$ cat config.mk
export PLATFORM = sky130hd
export DESIGN_NAME = cv32e40p_ex_wb_lsu_stage
export DESIGN_NICKNAME = d
export VERILOG_FILES = /design/src/rtl/cv32e40p_ex_wb_lsu_stage.sv
export SDC_FILE = /design/constraint.sdc
export NUM_CORES = 1
export LEC_CHECK = 0
export ABC_AREA = 1
export BUFFER_PORTS_ARGS = -buffer_cell sky130_fd_sc_hd__buf_2
export CAP_MARGIN = 5
export CORE_UTILIZATION = 36
export DETAILED_ROUTE_END_ITERATION = 8
export SLEW_MARGIN = 20
export SYNTH_ARGS = -nofsm -noshare
export SYNTH_HDL_FRONTEND = slang
export SYNTH_SLANG_ARGS = --single-unit
$ cat constraint.sdc
create_clock -name clk -period 1.5 [get_ports clk]
set_clock_uncertainty 0.05 [all_clocks]
set_input_delay 0.075 -clock clk [delete_from_list [all_inputs] [get_ports clk]]
set_output_delay 0.075 -clock clk [all_outputs]
set_load 0.01 [all_outputs]
$ cat src/rtl/cv32e40p_ex_wb_lsu_stage.sv
// EX/WB load/store response stage: captures an access, waits for 1-2 response beats, realigns/extends load data.
// Latency: register-file write strobe one cycle after the final response beat.
// Backpressure: wb_ready_o low while a response is outstanding, but high in the completion cycle so accesses can run back-to-back.
// Optional macro FT_WB_SHADOW_EN: shadow copies of state/control fields with a sticky mismatch flag on ft_err_o.
module cv32e40p_ex_wb_lsu_stage #(
  parameter int ADDR_W = 6,
  parameter int DATA_W = 32
) (
  input  logic              clk,
  input  logic              rst,
  input  logic              ex_valid_i,
  output logic              wb_ready_o,
  input  logic              data_req_ex_i,
  input  logic              data_we_ex_i,
  input  logic [1:0]        data_type_ex_i,
  input  logic [1:0]        data_sign_ext_ex_i,
  input  logic [1:0]        data_reg_offset_ex_i,
  input  logic              data_split_ex_i,
  input  logic [ADDR_W-1:0] regfile_waddr_ex_i,
  input  logic              lsu_rvalid_i,
  input  logic [DATA_W-1:0] lsu_rdata_i,
  input  logic              lsu_err_i,
  output logic              regfile_we_wb_o,
  output logic [ADDR_W-1:0] regfile_waddr_wb_o,
  output logic [DATA_W-1:0] regfile_wdata_wb_o,
  output logic              load_err_o,
  output logic              busy_o,
  output logic              ft_err_o
);

  typedef enum logic [1:0] {IDLE = 2'd0, WAIT1 = 2'd1, WAIT2 = 2'd2} state_e;

  state_e              state_q, state_d;
  logic                we_q, we_d;
  logic [1:0]          type_q, type_d;
  logic [1:0]          sext_q, sext_d;
  logic [1:0]          off_q, off_d;
  logic                split_q, split_d;
  logic [ADDR_W-1:0]   waddr_q, waddr_d;
  logic [DATA_W-1:0]   buf_q, buf_d;
  logic                err_q, err_d;
  logic                rf_we_q, rf_we_d;
  logic [ADDR_W-1:0]   rf_waddr_q, rf_waddr_d;
  logic [DATA_W-1:0]   rf_wdata_q, rf_wdata_d;
  logic                lerr_q, lerr_d;

  logic                accept, complete, final_err, ft_mismatch;
  logic [DATA_W-1:0]   hi_word, lo_word, aligned, ext_data;

  // The last beat of the access arrives this cycle; a new access may enter at the same time.
  assign complete   = lsu_rvalid_i & (((state_q == WAIT1) & ~split_q) | (state_q == WAIT2));
  assign wb_ready_o = (state_q == IDLE) | complete;
  assign accept     = ex_valid_i & wb_ready_o & data_req_ex_i;
  assign busy_o     = (state_q != IDLE);
  // A first-beat error is held in err_q; the final beat may add its own.
  assign final_err  = err_q | lsu_err_i;

  // Realign {second beat, first beat} by the byte offset, then extract and extend.
  always_comb begin
    hi_word  = (state_q == WAIT2) ? lsu_rdata_i : '0;
    lo_word  = (state_q == WAIT2) ? buf_q : lsu_rdata_i;
    aligned  = DATA_W'({hi_word, lo_word} >> {off_q, 3'b000});
    ext_data = aligned;
    case (type_q)
      2'b00: ext_data = {{(DATA_W-8){(sext_q == 2'b01) ? aligned[7] : (sext_q == 2'b10)}},
                         aligned[7:0]};
      2'b01: ext_data = {{(DATA_W-16){(sext_q == 2'b01) ? aligned[15] : (sext_q == 2'b10)}},
                         aligned[15:0]};
      default: ext_data = aligned;
    endcase
  end

  // Next-state, capture and write-back computation.
  always_comb begin
    state_d    = state_q;
    we_d       = we_q;
    type_d     = type_q;
    sext_d     = sext_q;
    off_d      = off_q;
    split_d    = split_q;
    waddr_d    = waddr_q;
    buf_d      = buf_q;
    err_d      = err_q;
    rf_we_d    = 1'b0;
    rf_waddr_d = rf_waddr_q;
    rf_wdata_d = rf_wdata_q;
    lerr_d     = 1'b0;

    case (state_q)
      WAIT1: if (lsu_rvalid_i) begin
        if (split_q) begin
          state_d = WAIT2;
          buf_d   = lsu_rdata_i;
          err_d   = err_q | lsu_err_i;
        end else begin
          state_d = IDLE;
        end
      end
      WAIT2: if (lsu_rvalid_i) state_d = IDLE;
      default: ;
    endcase

    if (complete) begin
      lerr_d = final_err;
      if (~we_q & ~final_err & ~ft_mismatch) begin
        rf_we_d    = 1'b1;
        rf_waddr_d = waddr_q;
        rf_wdata_d = ext_data;
      end
    end

    // A new access overrides the return-to-idle of a completing one.
    if (accept) begin
      state_d = WAIT1;
      we_d    = data_we_ex_i;
      type_d  = data_type_ex_i;
      sext_d  = data_sign_ext_ex_i;
      off_d   = data_reg_offset_ex_i;
      split_d = data_split_ex_i;
      waddr_d = regfile_waddr_ex_i;
      err_d   = 1'b0;
    end
  end

  // State, captured fields and write-back registers.
  always_ff @(posedge clk) begin
    if (rst) begin
      state_q    <= IDLE;
      we_q       <= 1'b0;
      type_q     <= 2'b00;
      sext_q     <= 2'b00;
      off_q      <= 2'b00;
      split_q    <= 1'b0;
      waddr_q    <= '0;
      buf_q      <= '0;
      err_q      <= 1'b0;
      rf_we_q    <= 1'b0;
      rf_waddr_q <= '0;
      rf_wdata_q <= '0;
      lerr_q     <= 1'b0;
    end else begin
      state_q    <= state_d;
      we_q       <= we_d;
      type_q     <= type_d;
      sext_q     <= sext_d;
      off_q      <= off_d;
      split_q    <= split_d;
      waddr_q    <= waddr_d;
      buf_q      <= buf_d;
      err_q      <= err_d;
      rf_we_q    <= rf_we_d;
      rf_waddr_q <= rf_waddr_d;
      rf_wdata_q <= rf_wdata_d;
      lerr_q     <= lerr_d;
    end
  end

  assign regfile_we_wb_o    = rf_we_q;
  assign regfile_waddr_wb_o = rf_waddr_q;
  assign regfile_wdata_wb_o = rf_wdata_q;
  assign load_err_o         = lerr_q;

`ifdef FT_WB_SHADOW_EN
  state_e            sh_state_q;
  logic              sh_we_q, sh_split_q;
  logic [1:0]        sh_type_q, sh_sext_q, sh_off_q;
  logic [ADDR_W-1:0] sh_waddr_q;
  logic              ft_err_q, ft_err_d;

  assign ft_mismatch = (sh_state_q != state_q) | (sh_we_q != we_q) | (sh_split_q != split_q) |
                       (sh_type_q != type_q) | (sh_sext_q != sext_q) | (sh_off_q != off_q) |
                       (sh_waddr_q != waddr_q);

  // Any divergence between primary and shadow copies latches the fault flag.
  always_comb begin
    ft_err_d = ft_err_q | ft_mismatch;
  end

  // Shadow copies follow the same next-state values as the primary registers.
  always_ff @(posedge clk) begin
    if (rst) begin
      sh_state_q <= IDLE;
      sh_we_q    <= 1'b0;
      sh_split_q <= 1'b0;
      sh_type_q  <= 2'b00;
      sh_sext_q  <= 2'b00;
      sh_off_q   <= 2'b00;
      sh_waddr_q <= '0;
      ft_err_q   <= 1'b0;
    end else begin
      sh_state_q <= state_d;
      sh_we_q    <= we_d;
      sh_split_q <= split_d;
      sh_type_q  <= type_d;
      sh_sext_q  <= sext_d;
      sh_off_q   <= off_d;
      sh_waddr_q <= waddr_d;
      ft_err_q   <= ft_err_d;
    end
  end

  assign ft_err_o = ft_err_q;
`else
  assign ft_mismatch = 1'b0;
  assign ft_err_o    = 1'b0;
`endif

endmodule

After elaboration in Yosys (flattened, before gate mapping)

Index checks and enable logic that the tools add are counted.

Register bits after elaboration: 89
Input bits: 52
Output and inout port bits: 43
Logic and storage cells: 58

Eq/ne operators: 9
Shifts and indexed selects: 1
Multiplexer cells: 11
Bitwise operators: 12
Reductions and logical operators: 11

Operators by type and width:

| kind                                                 | count |
|---|---|
| 2-to-1 mux 32 bit                                    | 2 |
| one-hot mux 32 bit (2 select lines)                  | 1 |
| >> shifter 64 x 5 -> 32 bit                          | 1 |
| AND reduction 3 bit                                  | 3 |
| equality test 2 x 1 -> 1 bit (second input constant) | 3 |
| 2-to-1 mux 2 bit                                     | 3 |
| != test 3 bit (second input constant)                | 2 |
| bitwise AND 1 bit                                    | 5 |
| equality test 2 bit (second input constant)          | 2 |
| zero test 2 bit                                      | 2 |
| 2-to-1 mux 1 bit                                     | 4 |
| != test 2 bit (second input constant)                | 2 |
| inverter 1 bit                                       | 4 |
| one-hot mux 2 bit (2 select lines)                   | 1 |
| nonzero test 2 bit                                   | 2 |
| OR reduction 2 bit                                   | 2 |
| bitwise OR 1 bit                                     | 3 |
| nonzero test 3 bit                                   | 1 |
| AND reduction 2 bit                                  | 1 |

Logic depth before layout (Yosys ltp)

Gate-level depths: netlist (run 1).

Depth after elaboration: 9
Mapped depth: 12
Mapped depth without buffers: 10

Worst setup path before layout (run 1)

Ideal clock, no wire load.

Kind: flip-flop to flip-flop
Start point: register state_q[0]
End point: register type_q[1]
Library setup time: 133 ps
Arrival: 1,416 ps
Data required time: 1,317 ps
Path slack: -98 ps
Stages on the path, launching flop included: 10
Path buffers: 2
Clock period less this slack: 1,598 ps
Cells stage by stage: dfxtp_1 > inv_2 > buf_6 > nand2_4 > nand3_4 > nand2_1 > nand3_2 > clkbuf_1 > o21ai_0 > a21oi_1

Cells in the longest elaborated chain, start to end: 7
Elaborated cells between the ends (all ways): 9
Those cells by class: eq/ne: 2; bitwise: 6; reduce/logical: 1

RTL lines:

| what                                | line | source |
|---|---|---|
| from (decl)                         | 33   | `state_e state_q, state_d;` |
| from (signal assigned)              | 142  | `state_q <= state_d;` |
| equality test 2 x 1 -> 1 bit        | 51   | `assign complete = lsu_rvalid_i & (((state_q == WAIT1) & ~split_q) \| (state_q == WAIT2));` |
| bitwise AND 1 bit                   | 51   |  |
| bitwise OR 1 bit                    | 51   |  |
| bitwise AND 1 bit                   | 51   |  |
| bitwise OR 1 bit (*)                | 52   | `assign wb_ready_o = (state_q == IDLE) \| complete;` |
| named net wb_ready_o                | 12   | `output logic wb_ready_o,` |
| bitwise AND 1 bit (*) (2 in series) | 53   | `assign accept = ex_valid_i & wb_ready_o & data_req_ex_i;` |
| to (signal assigned)                | 144  | `type_q <= type_d;` |
| to (decl)                           | 35   | `logic [1:0] type_q, type_d;` |

The timed path passes the listed nets; every way through them passes the cells marked *.
A chain may end at the register's enable or synchronous reset.

Worst setup path after layout (run 1)

Start point: register state_q[0]
End point: register rf_wdata_q[23], in the netlist regfile_wdata_wb_o[23]

Cells in the longest elaborated chain, start to end: 5
Elaborated cells between the ends (all ways): 12
Those cells by class: eq/ne: 2; shift: 1; mux: 5; bitwise: 3; reduce/logical: 1

RTL lines:

| what                                                                       | line       | source |
|---|---|---|
| equality test 2 bit or equality test 2 x 1 -> 1 bit (tied branches)        | 51, 60, 61 |  |
| 2-to-1 mux 32 bit (tied with other cells)                                  | 61         | `lo_word = (state_q == WAIT2) ? buf_q : lsu_rdata_i;` |
| >> shifter 64 x 5 -> 32 bit or bitwise OR 1 bit (tied branches)            | 62, 51     |  |
| 2-to-1 mux 1 bit (tied with other cells)                                   | 67         | `2'b01: ext_data = {{(DATA_W-16){(sext_q == 2'b01) ? aligned[15] : (sext_q == 2'b10)}},` |
| one-hot mux 32 bit (2 select lines) or AND reduction 2 bit (tied branches) | -          |  |
| to (signal assigned)                                                       | 153        | `rf_wdata_q <= rf_wdata_d;` |
| to (decl)                                                                  | 44         | `logic [DATA_W-1:0] rf_wdata_q, rf_wdata_d;` |

Several ways; a longest one is shown, not always the timed one.

==> impl_metrics.yaml, run 1 <==
status:
  status: "complete, but fails checks"
  violations: "hold timing, setup timing"
clocking:
  clock_latency_ns: 0.36
  ctsRootBufferMaster: "clkbuf_16"
  clock_path_buffers: 2
  clkSinkCount: 89
  htreeDepth: 3
  tritoncts: "built"
  clk_pin_slew_ns: 0.07
  cts_buffers: 9
setup_path:
  worstSetupStartpointType: "flip-flop"
  crit_required_ns: 1.76
  cp-end-kind: "flip-flop"
  critPathKind: "reg -> reg"
  crit_fanout: 8
  r2r_slack_ns: -0.17
  reg2reg_depth: 12
  cp_slowest_cell: "dfxtp_4"
  arrival_ns: 1.93
  crit_chain: "buf_12, nor2_4, buf_6, nand2_2, nand2_2, nand3_2, nand3_2, nand2_4, clkbuf_16, nand3_1, nand2_1, inv_1"
  r2r_start: "state_q[0]"
  cpPeakStageDelay_ns: 0.36
  r2r-end: "regfile_wdata_wb_o[23]"
route:
  via_count: 5891
  totalWireLength_um: 18500
  drtAntennaViolNets: 0
  dr.pass1.iters: 5
  wl_per_cell_um: 16.6
  drc: 0
  via_per_inst: 5.26
  drt_iter0_drc: 407
placement:
  gp_congestion: 0.944
  pre_cts_ws_ns: -0.213
  dp_hpwl_um: 11700
  portBuffers: 93
  place_area_mm2: 0.00601
yosys:
  ys_seq_area_share_pct: 36.1
  ys_ff_latch: 89
  syn-num-nets: 820
  netlist_instances: 768
  syn_area_mm2: 0.00494
  synth_top_family_by_area: "simple AND/OR/NAND/NOR gates"
  syn_area_per_cell_um2: 6.44
  synth_cell_type_count: 30
  synthXorXnorAreaFrac_pct: 0.177
  synthMuxAreaShare_pct: 0
  synth_fa_ha_area_share_pct: 0
  synth_compound_area_share_pct: 17.7
  yosys_warnings: 0
  yosys.area_share.simple_pct: 33.7
timing:
  timing.final.crit_share_pct: 111
  rsz0062_at_grt: "true"
  whs_ns: -0.000910
  fin_crit_ns: 1.67
  setup_viol: 44
  timing.final.ws_setup_ns: -0.172
  hold_viol: 1
  slew_viol_final: 0
  fmax_mhz: 598
  setup_tns_ns: -3.84
global_route:
  grt_pass1_vias: 5674
  antenna_found_initial: 0
  grt_max_degree: 51
  grtUsageTotal_pct: 26.1
  overflow: 0
  grt_pass1_wl_um: 28900
pwr:
  clkPwrFrac_pct: 37.3
  switching_share_pct: 29.7
  seqPwrFrac_pct: 40.1
  power_density_mw_per_mm2: 782
  power.internal_uw: 4320
  vdd_drop_max_uv: 631
  p_switching_uw: 1820
  leakage_uw: 0.00368
  finalPower_uw: 6140
  power_frac_comb_pct: 22.6
floorplanning:
  dieWidth_um: 119
  dieHeight_um: 119
  io_pins: 95
  floorplan.initialDensity_pct: 37.2
  dieArea_mm2: 0.0142
  design.core.area_mm2: 0.0133
  row_count: 42
worst_hold_path:
  holdPathStages: 3
  min_to: "buf_q[0]"
  worst_hold_path_type: "in -> reg"
  min_from: "lsu_rdata_i[0]"
final_layout:
  nets: 991
  final_util_pct: 59.1
  drive_above_1_share_pct: 39.7
  antenna_cells: 0
  stdcell_area_mm2: 0.00785
  area_growth_pct: 58.9
flow_run:
  drv_cap: 0
## stage by stage
step                instances  hold WS (ns)
finish                   1120     -0.000910
global route             1120       0.00517
CTS                      1117       0.00304
detailed placement       1040         0.263
global placement         1040         0.257
floorplan                 768        0.0844
## per-layer routing
layer  wire length (um)  global-route usage [%]  up-vias
met4                853                    15.1        0
met5                  0                       0        -
li1                   -                       -     2844
met3               1300                    4.84       64
met2               8720                    43.0      272
met1               7670                    31.6     2711
## sequential cells by signal, summed over array words and instances (netlist names)
| register | count |
|---|---|
| regfile_wdata_wb_o | 32 |
| state_q | 2 |
| type_q | 2 |
| load_err_o | 1 |
| sext_q | 2 |
| err_q | 1 |
| regfile_waddr_wb_o | 6 |
| buf_q | 32 |
| regfile_we_wb_o | 1 |
| we_q | 1 |
| split_q | 1 |
| off_q | 2 |
| waddr_q | 6 |
## logic make-up after synthesis
| logic type | after synthesis |
|---|---|
| AOI/OAI and AO/OA | 155 |
| other | 1 |
| DFF | 89 |
| buffers and inverters | 143 |
| xor gates and xnor gates | 1 |
| and+or+nand+nor | 379 |
## worst max-delay path, delay by kind of cell (launching register included)
| kind | cells | cell delay [ns] |
|---|---|---|
| buffers and inverters | 4 | 0.50 |
| flip-flops | 1 | 0.36 |
| AND/OR/NAND/NOR | 8 | 0.69 |
## cells in the mapped netlist
cell type	instances	area (um^2)
inv_2	3	11.3
buf_4	7	52.6
nor2_4	1	11.3
dfxtp_1	89	1780
buf_1	4	15.0
a21oi_1	58	290
o211ai_1	8	60.1
nor4_1	1	6.26
conb_1	1	3.75
nand3_1	142	711
buf_2	17	85.1
a21oi_2	10	87.6
clkinv_1	2	7.51
clkbuf_1	24	90.1
nand2_4	1	11.3
nor3_1	2	10.0
nand2_1	169	634
nor2_8	1	20.0
nand4_1	1	6.26
o221ai_1	1	8.76
o21ai_0	60	300
nand3_2	1	10.0
xnor2_1	1	8.76
buf_6	3	33.8
nor2_1	57	214
o21a_1	16	120
o21ai_1	2	10.0
inv_1	83	312
nand2_2	2	12.5
nand3_4	1	17.5
## cell type report
| cell class | count | area, um^2 |
|---|---|---|
| flip-flops and latches | 89 | 1790 |
| clock inverters | 5 | 36.3 |
| inverters | 88 | 342 |
| well taps | 176 | 220 |
| repair buffers | 215 | 1890 |
| fillers | 1186 | 5440 |
| clock buffers | 11 | 264 |
| multi-input cells | 536 | 3300 |
## timing repair
item                                    in CTS  in global routing
pin swaps                                   44                 21
hold buffers                                36                  0
hold endpoints to repair                    39                  0
gates cloned                                 5                  3
endpoints found under the setup margin      81                 85
gates resized for setup                    171                 57
setup buffers                               21                  3
## power by group through the flow
stage               Sequential [uW]  Clock [uW]  Combinational, uW
floorplan                      2520           0                566
global placement               2520           0                985
detailed placement             2520           0                984
CTS                            2460        2340               1320
global route                   2470        2420               1490
finish                         2460        2290               1390
## layout by cell type, fill, tap and decap left out, types with 2 or more instances in the layout
master	n
dfxtp_4	3
clkinv_1	2
a21oi_2	23
buf_4	46
nand3_2	84
nor2_1	56
clkinv_4	2
buf_8	2
a21oi_1	45
dfxtp_1	86
clkbuf_16	12
buf_6	12
nand2_4	13
buf_12	21
o21ai_0	41
clkinv_2	2
inv_1	80
nand3_1	53
inv_2	3
inv_6	2
nand3_4	7
nand2_2	38
o211ai_1	8
o21a_1	16
nor3_1	2
buf_2	93
dlygate4sd3_1	36
nand2_1	120
buf_16	2
o21ai_1	20
## how the worst max path moves through the flow
stage	start	end
finish	state_q[0]	regfile_wdata_wb_o[23]
global route	state_q[0]	regfile_wdata_wb_o[19]
CTS	state_q[0]	regfile_wdata_wb_o[28]
detailed placement	state_q[1]	regfile_wdata_wb_o[18]
global placement	state_q[1]	regfile_wdata_wb_o[18]
floorplan	state_q[0]	regfile_wdata_wb_o[29]
Note: power is estimated with default switching activity, not from simulation.
==> run 2: changes to the inputs <==
RECOVER_POWER = 100   (was default)
==> impl_metrics.yaml, run 2 (same netlist as run 1, synthesis figures left out) <==
floorplanning:
  dieArea_mm2: 0.0142
  row_count: 42
  design.core.area_mm2: 0.0133
  floorplan.initialDensity_pct: 37.2
  dieHeight_um: 119
  io_pins: 95
  dieWidth_um: 119
status:
  violations: "setup timing"
  status: "complete, but fails checks"
setup_path:
  path_buf_inv: 3
  crit_chain: "inv_1, buf_12, nor2_1, nand2_1, nand3_1, nand3_2, nand2_2, inv_1, a21oi_1"
  r2r_slack_ns: -0.17
  cp-end-kind: "flip-flop"
  arrival_ns: 1.91
  crit_fanout: 21
  reg2reg_depth: 9
  cp_slowest_cell: "dfxtp_4"
  crit_path_end: "regfile_wdata_wb_o[9]"
  cp_num_cells: 9
  crit_required_ns: 1.74
  critPathKind: "reg -> reg"
  r2r-end: "regfile_wdata_wb_o[9]"
  worstSetupStartpointType: "flip-flop"
  cpPeakStageDelay_ns: 0.38
  cp_common_cell: "inv_1"
  cpLargestDelayFamily: "simple AND/OR/NAND/NOR gates"
  crit_start: "off_q[0]"
  r2r_start: "off_q[0]"
route:
  via_count: 5884
  drc: 0
  totalWireLength_um: 18500
  wl_per_cell_um: 16.5
  drtAntennaViolNets: 0
  via_per_inst: 5.25
  dr.pass1.iters: 5
  drt_iter0_drc: 424
timing:
  whs_ns: 0.00188
  setup_tns_ns: -3.89
  setup_viol: 41
  hold_viol: 0
  timing.final.ws_setup_ns: -0.172
  fin_crit_ns: 1.67
  fmax_mhz: 598
  timing.final.crit_share_pct: 111
  slew_viol_final: 0
  rsz0062_at_grt: "true"
final_layout:
  drive_above_1_share_pct: 35.5
  fill_cells: 1210
  multi_input_area_mm2: 0.00330
  layout_commonest_cell: "nand2_1"
  nets: 991
  ff_latch_area_mm2: 0.00179
  area_growth_pct: 57.8
  antenna_cells: 0
  final_cell_mix: "nand2_1, dfxtp_1, nand3_2, inv_1, nor2_1"
  final_cells: 1120
global_route:
  antenna_found_initial: 0
  grt_pass1_wl_um: 28900
  grt_pass1_vias: 5674
  overflow: 0
  grt_max_degree: 51
  grtUsageTotal_pct: 26.1
worst_hold_path:
  worst_hold_path_type: "in -> reg"
clocking:
  ctsRootBufferMaster: "clkbuf_16"
  cts_buffers: 9
  clkSinkCount: 89
  clock_path_buffers: 2
  htreeDepth: 3
  clock_latency_ns: 0.36
  clk_pin_slew_ns: 0.07
  tritoncts: "built"
pwr:
  switching_share_pct: 29.8
  clkPwrFrac_pct: 37.4
  p_switching_uw: 1830
  seqPwrFrac_pct: 40.2
  power_density_mw_per_mm2: 787
  vdd_drop_max_uv: 631
  power_frac_comb_pct: 22.5
  power.internal_uw: 4310
  leakage_uw: 0.00351
placement:
  placed_cells: 1040
  gp_congestion: 0.944
  pre_cts_ws_ns: -0.213
  portBuffers: 93
  dp_hpwl_um: 11700
flow_run:
  drv_cap: 0
[run 2: power groups by stage]
stage / logic, uW / registers [uW] / clock network, uW
floorplan: 566 / 2520 / 0
global placement: 985 / 2520 / 0
detailed placement: 984 / 2520 / 0
CTS: 1320 / 2460 / 2340
global route: 1480 / 2470 / 2420
finish: 1380 / 2460 / 2290
[run 2: worst min-delay path by stage]
stage	startpoint	to	slack (ns)	depth (start not counted)
floorplan	rst	state_q[0]	0.08	1
global route	lsu_rdata_i[0]	buf_q[0]	0.005	3
finish	lsu_rdata_i[0]	buf_q[0]	0.002	3
CTS	lsu_rdata_i[23]	buf_q[23]	0.003	3
global placement	rst	state_q[0]	0.26	2
detailed placement	rst	state_q[0]	0.26	2
[run 2: area by class of cell]
class | count | area share, %
flip-flops and latches | 89 | 23.0
clock inverters | 5 | 0.465
inverters | 88 | 4.38
repair buffers | 215 | 23.6
well taps | 176 | 2.82
multi-input cells | 536 | 42.3
clock buffers | 11 | 3.38
[run 2: stage by stage]
stage	power, uW	instance area (um^2)	utilization, %
floorplan	3090	4960	-
global placement	3500	6010	45.2
detailed placement	3500	6010	45.2
CTS	6120	7650	57.5
global route	6380	7800	58.7
finish	6140	7800	58.7
[run 2: per-layer routing]
layer / global-route usage, % / vias to the layer above / wire length, um
li1: - / 2845 / -
met2: 43.0 / 255 / 8650
met1: 31.6 / 2721 / 7690
met4: 15.1 / 0 / 884
met3: 4.84 / 63 / 1230
met5: 0 / - / 0
[run 2: worst reg2reg max path, cell delays in order (launching register included)]
cell,delay [ns]
dfxtp_4,0.38
inv_1,0.07
buf_12,0.16
nor2_1,0.31
nand2_1,0.18
nand3_1,0.13
nand3_2,0.09
nand2_2,0.08
inv_1,0.04
a21oi_1,0.11
[run 2: repair_timing]
action / in CTS / in global routing
endpoints found under the setup margin: 81 / 85
gates resized for setup: 171 / 57
pin swaps: 44 / 21
buffers inserted: 21 / 3
hold endpoints to repair: 39 / 0
hold buffers: 36 / 0
gates cloned: 5 / 3
==> run 3: changes to the inputs <==
REMOVE_ABC_BUFFERS = 1   (was default)
==> impl_metrics.yaml, run 3 (same netlist as run 1, synthesis figures left out) <==
status:
  status: "complete, but fails checks"
  violations: "setup timing"
floorplanning:
  dieHeight_um: 119
  design.core.area_mm2: 0.0133
  floorplan.initialDensity_pct: 37.2
  dieArea_mm2: 0.0142
  dieWidth_um: 119
  row_count: 42
  io_pins: 95
final_layout:
  final_cell_mix: "nand2_1, dfxtp_1, inv_1, nand3_2, nand3_1"
  layout_commonest_cell: "nand2_1"
  ff_latch_area_mm2: 0.00179
  drive_above_1_share_pct: 35.0
  multi_input_area_mm2: 0.00327
  nets: 1005
  fill_cells: 1200
  antenna_cells: 0
  area_growth_pct: 61.7
  stdcell_area_mm2: 0.00799
clocking:
  clk_pin_slew_ns: 0.07
  tritoncts: "built"
  clock_path_buffers: 2
  ctsRootBufferMaster: "clkbuf_16"
  clock_latency_ns: 0.36
  cts_buffers: 9
  htreeDepth: 3
  clkSinkCount: 89
route:
  wl_per_cell_um: 15.4
  via_per_inst: 5.11
  drc: 0
  totalWireLength_um: 17500
  drtAntennaViolNets: 0
  dr.pass1.iters: 5
  via_count: 5792
  drt_iter0_drc: 352
timing:
  setup_tns_ns: -5.23
  setup_viol: 73
  fin_crit_ns: 1.68
  rsz0062_at_grt: "true"
  slew_viol_final: 0
  timing.final.crit_share_pct: 112
  hold_viol: 0
  timing.final.ws_setup_ns: -0.178
  whs_ns: 0.0710
  fmax_mhz: 596
placement:
  dp_hpwl_um: 9930
  place_area_mm2: 0.00587
  portBuffers: 93
  pre_cts_ws_ns: -0.258
  gp_congestion: 0.887
worst_hold_path:
  holdPathStages: 4
  min_from: "lsu_rvalid_i"
  min_to: "state_q[1]"
  worst_hold_path_type: "in -> reg"
pwr:
  switching_share_pct: 29.7
  power_density_mw_per_mm2: 774
  clkPwrFrac_pct: 37.8
  finalPower_uw: 6180
  power_frac_comb_pct: 22.2
  vdd_drop_max_uv: 702
  leakage_uw: 0.00358
  seqPwrFrac_pct: 40.1
  power.internal_uw: 4350
  p_switching_uw: 1840
setup_path:
  cpLargestDelayFamily: "simple AND/OR/NAND/NOR gates"
  crit_start: "state_q[1]"
  cpPeakStageDelay_ns: 0.36
  crit_fanout: 7
  r2r_start: "state_q[1]"
  r2r_slack_ns: -0.18
  cp-end-kind: "flip-flop"
  arrival_ns: 1.89
  r2r-end: "regfile_wdata_wb_o[25]"
  critPathKind: "reg -> reg"
  cp_slowest_cell: "dfxtp_4"
  worstSetupStartpointType: "flip-flop"
  cp_common_cell: "nand3_2"
  crit_required_ns: 1.71
  path_buf_inv: 4
  crit_chain: "buf_6, buf_12, nand3_2, nand3_2, nand3_2, nand3_2, nand2_4, bufbuf_16, nand3_2, nand2_1, inv_1"
  reg2reg_depth: 11
flow_run:
  drv_cap: 0
global_route:
  antenna_found_initial: 0
  grt_pass1_vias: 5259
  grt_pass1_wl_um: 25700
  grtUsageTotal_pct: 22.6
  overflow: 0
  grt_max_degree: 53
[run 3: cell types whose count changed in the layout (fill, tap and decap cells not counted), sizes merged]
cell / change
clkinvlp: +4
clkbuf: +4
clkinv: -2
bufinv: +1
dlygate4sd3: +11
buf: -7
inv: +3
[run 3: tightest hold or removal path: stages]
cell and delay (ns):
buf_2 0.14, inv_1 0.07, o221ai_1 0.11, inv_1 0.05
[run 3: worst max path at each step]
stage	cells after the start	slack (ns)	end
5_1_grt	13	-0.25	regfile_wdata_wb_o[16]
4_1_cts	11	-0.11	regfile_wdata_wb_o[24]
6_report	11	-0.18	regfile_wdata_wb_o[25]
2_1_floorplan	8	-1.29	regfile_wdata_wb_o[23]
3_5_place_dp	9	-0.26	regfile_wdata_wb_o[31]
3_3_place_gp	9	-0.24	regfile_wdata_wb_o[31]
[run 3: stage by stage]
stage	util, %	instances
final	60.1	1134
after global routing	60.1	1134
after CTS	53.7	1113
after detailed placement	44.1	1035
after global placement	44.1	1035
after floorplan	-	713
[run 3: area by class of cell]
cell class                 instances  share of cell area (%)
sequential                        89                    22.4
clock buffer                       9                    2.82
tap                              176                    2.75
timing repair buffer             225                    25.3
clock inverter                     7                   0.986
timing repair inverter             4                   0.391
multi-input combinational        536                    41.0
inverter                          88                    4.46
[run 3: timing repair]
item | CTS | global route
pin swaps | 12 | 43
hold buffers | 46 | 1
hold endpoints to repair | 49 | 1
setup buffers | 11 | 10
cloned | 5 | 12
resized for setup | 78 | 186
setup endpoints to repair | 58 | 86
[run 3: layer usage]
| layer | part of all wire, % | vias to the layer above | GRT usage, % |
|---|---|---|---|
| li1 | - | 2881 | - |
| met1 | 45 | 2685 | 29.2 |
| met2 | 47 | 203 | 37.0 |
| met3 | 6.3 | 23 | 5.80 |
| met4 | 1.5 | 0 | 6.25 |
| met5 | 0 | - | 0 |
[run 3: power by group through the flow]
stage / combinational [uW] / sequential, uW / clock [uW]
after global routing: 1490 / 2480 / 2480
final: 1370 / 2480 / 2340
after detailed placement: 921 / 2520 / 0
after CTS: 1150 / 2470 / 2380
after floorplan: 481 / 2550 / 0
after global placement: 924 / 2520 / 0
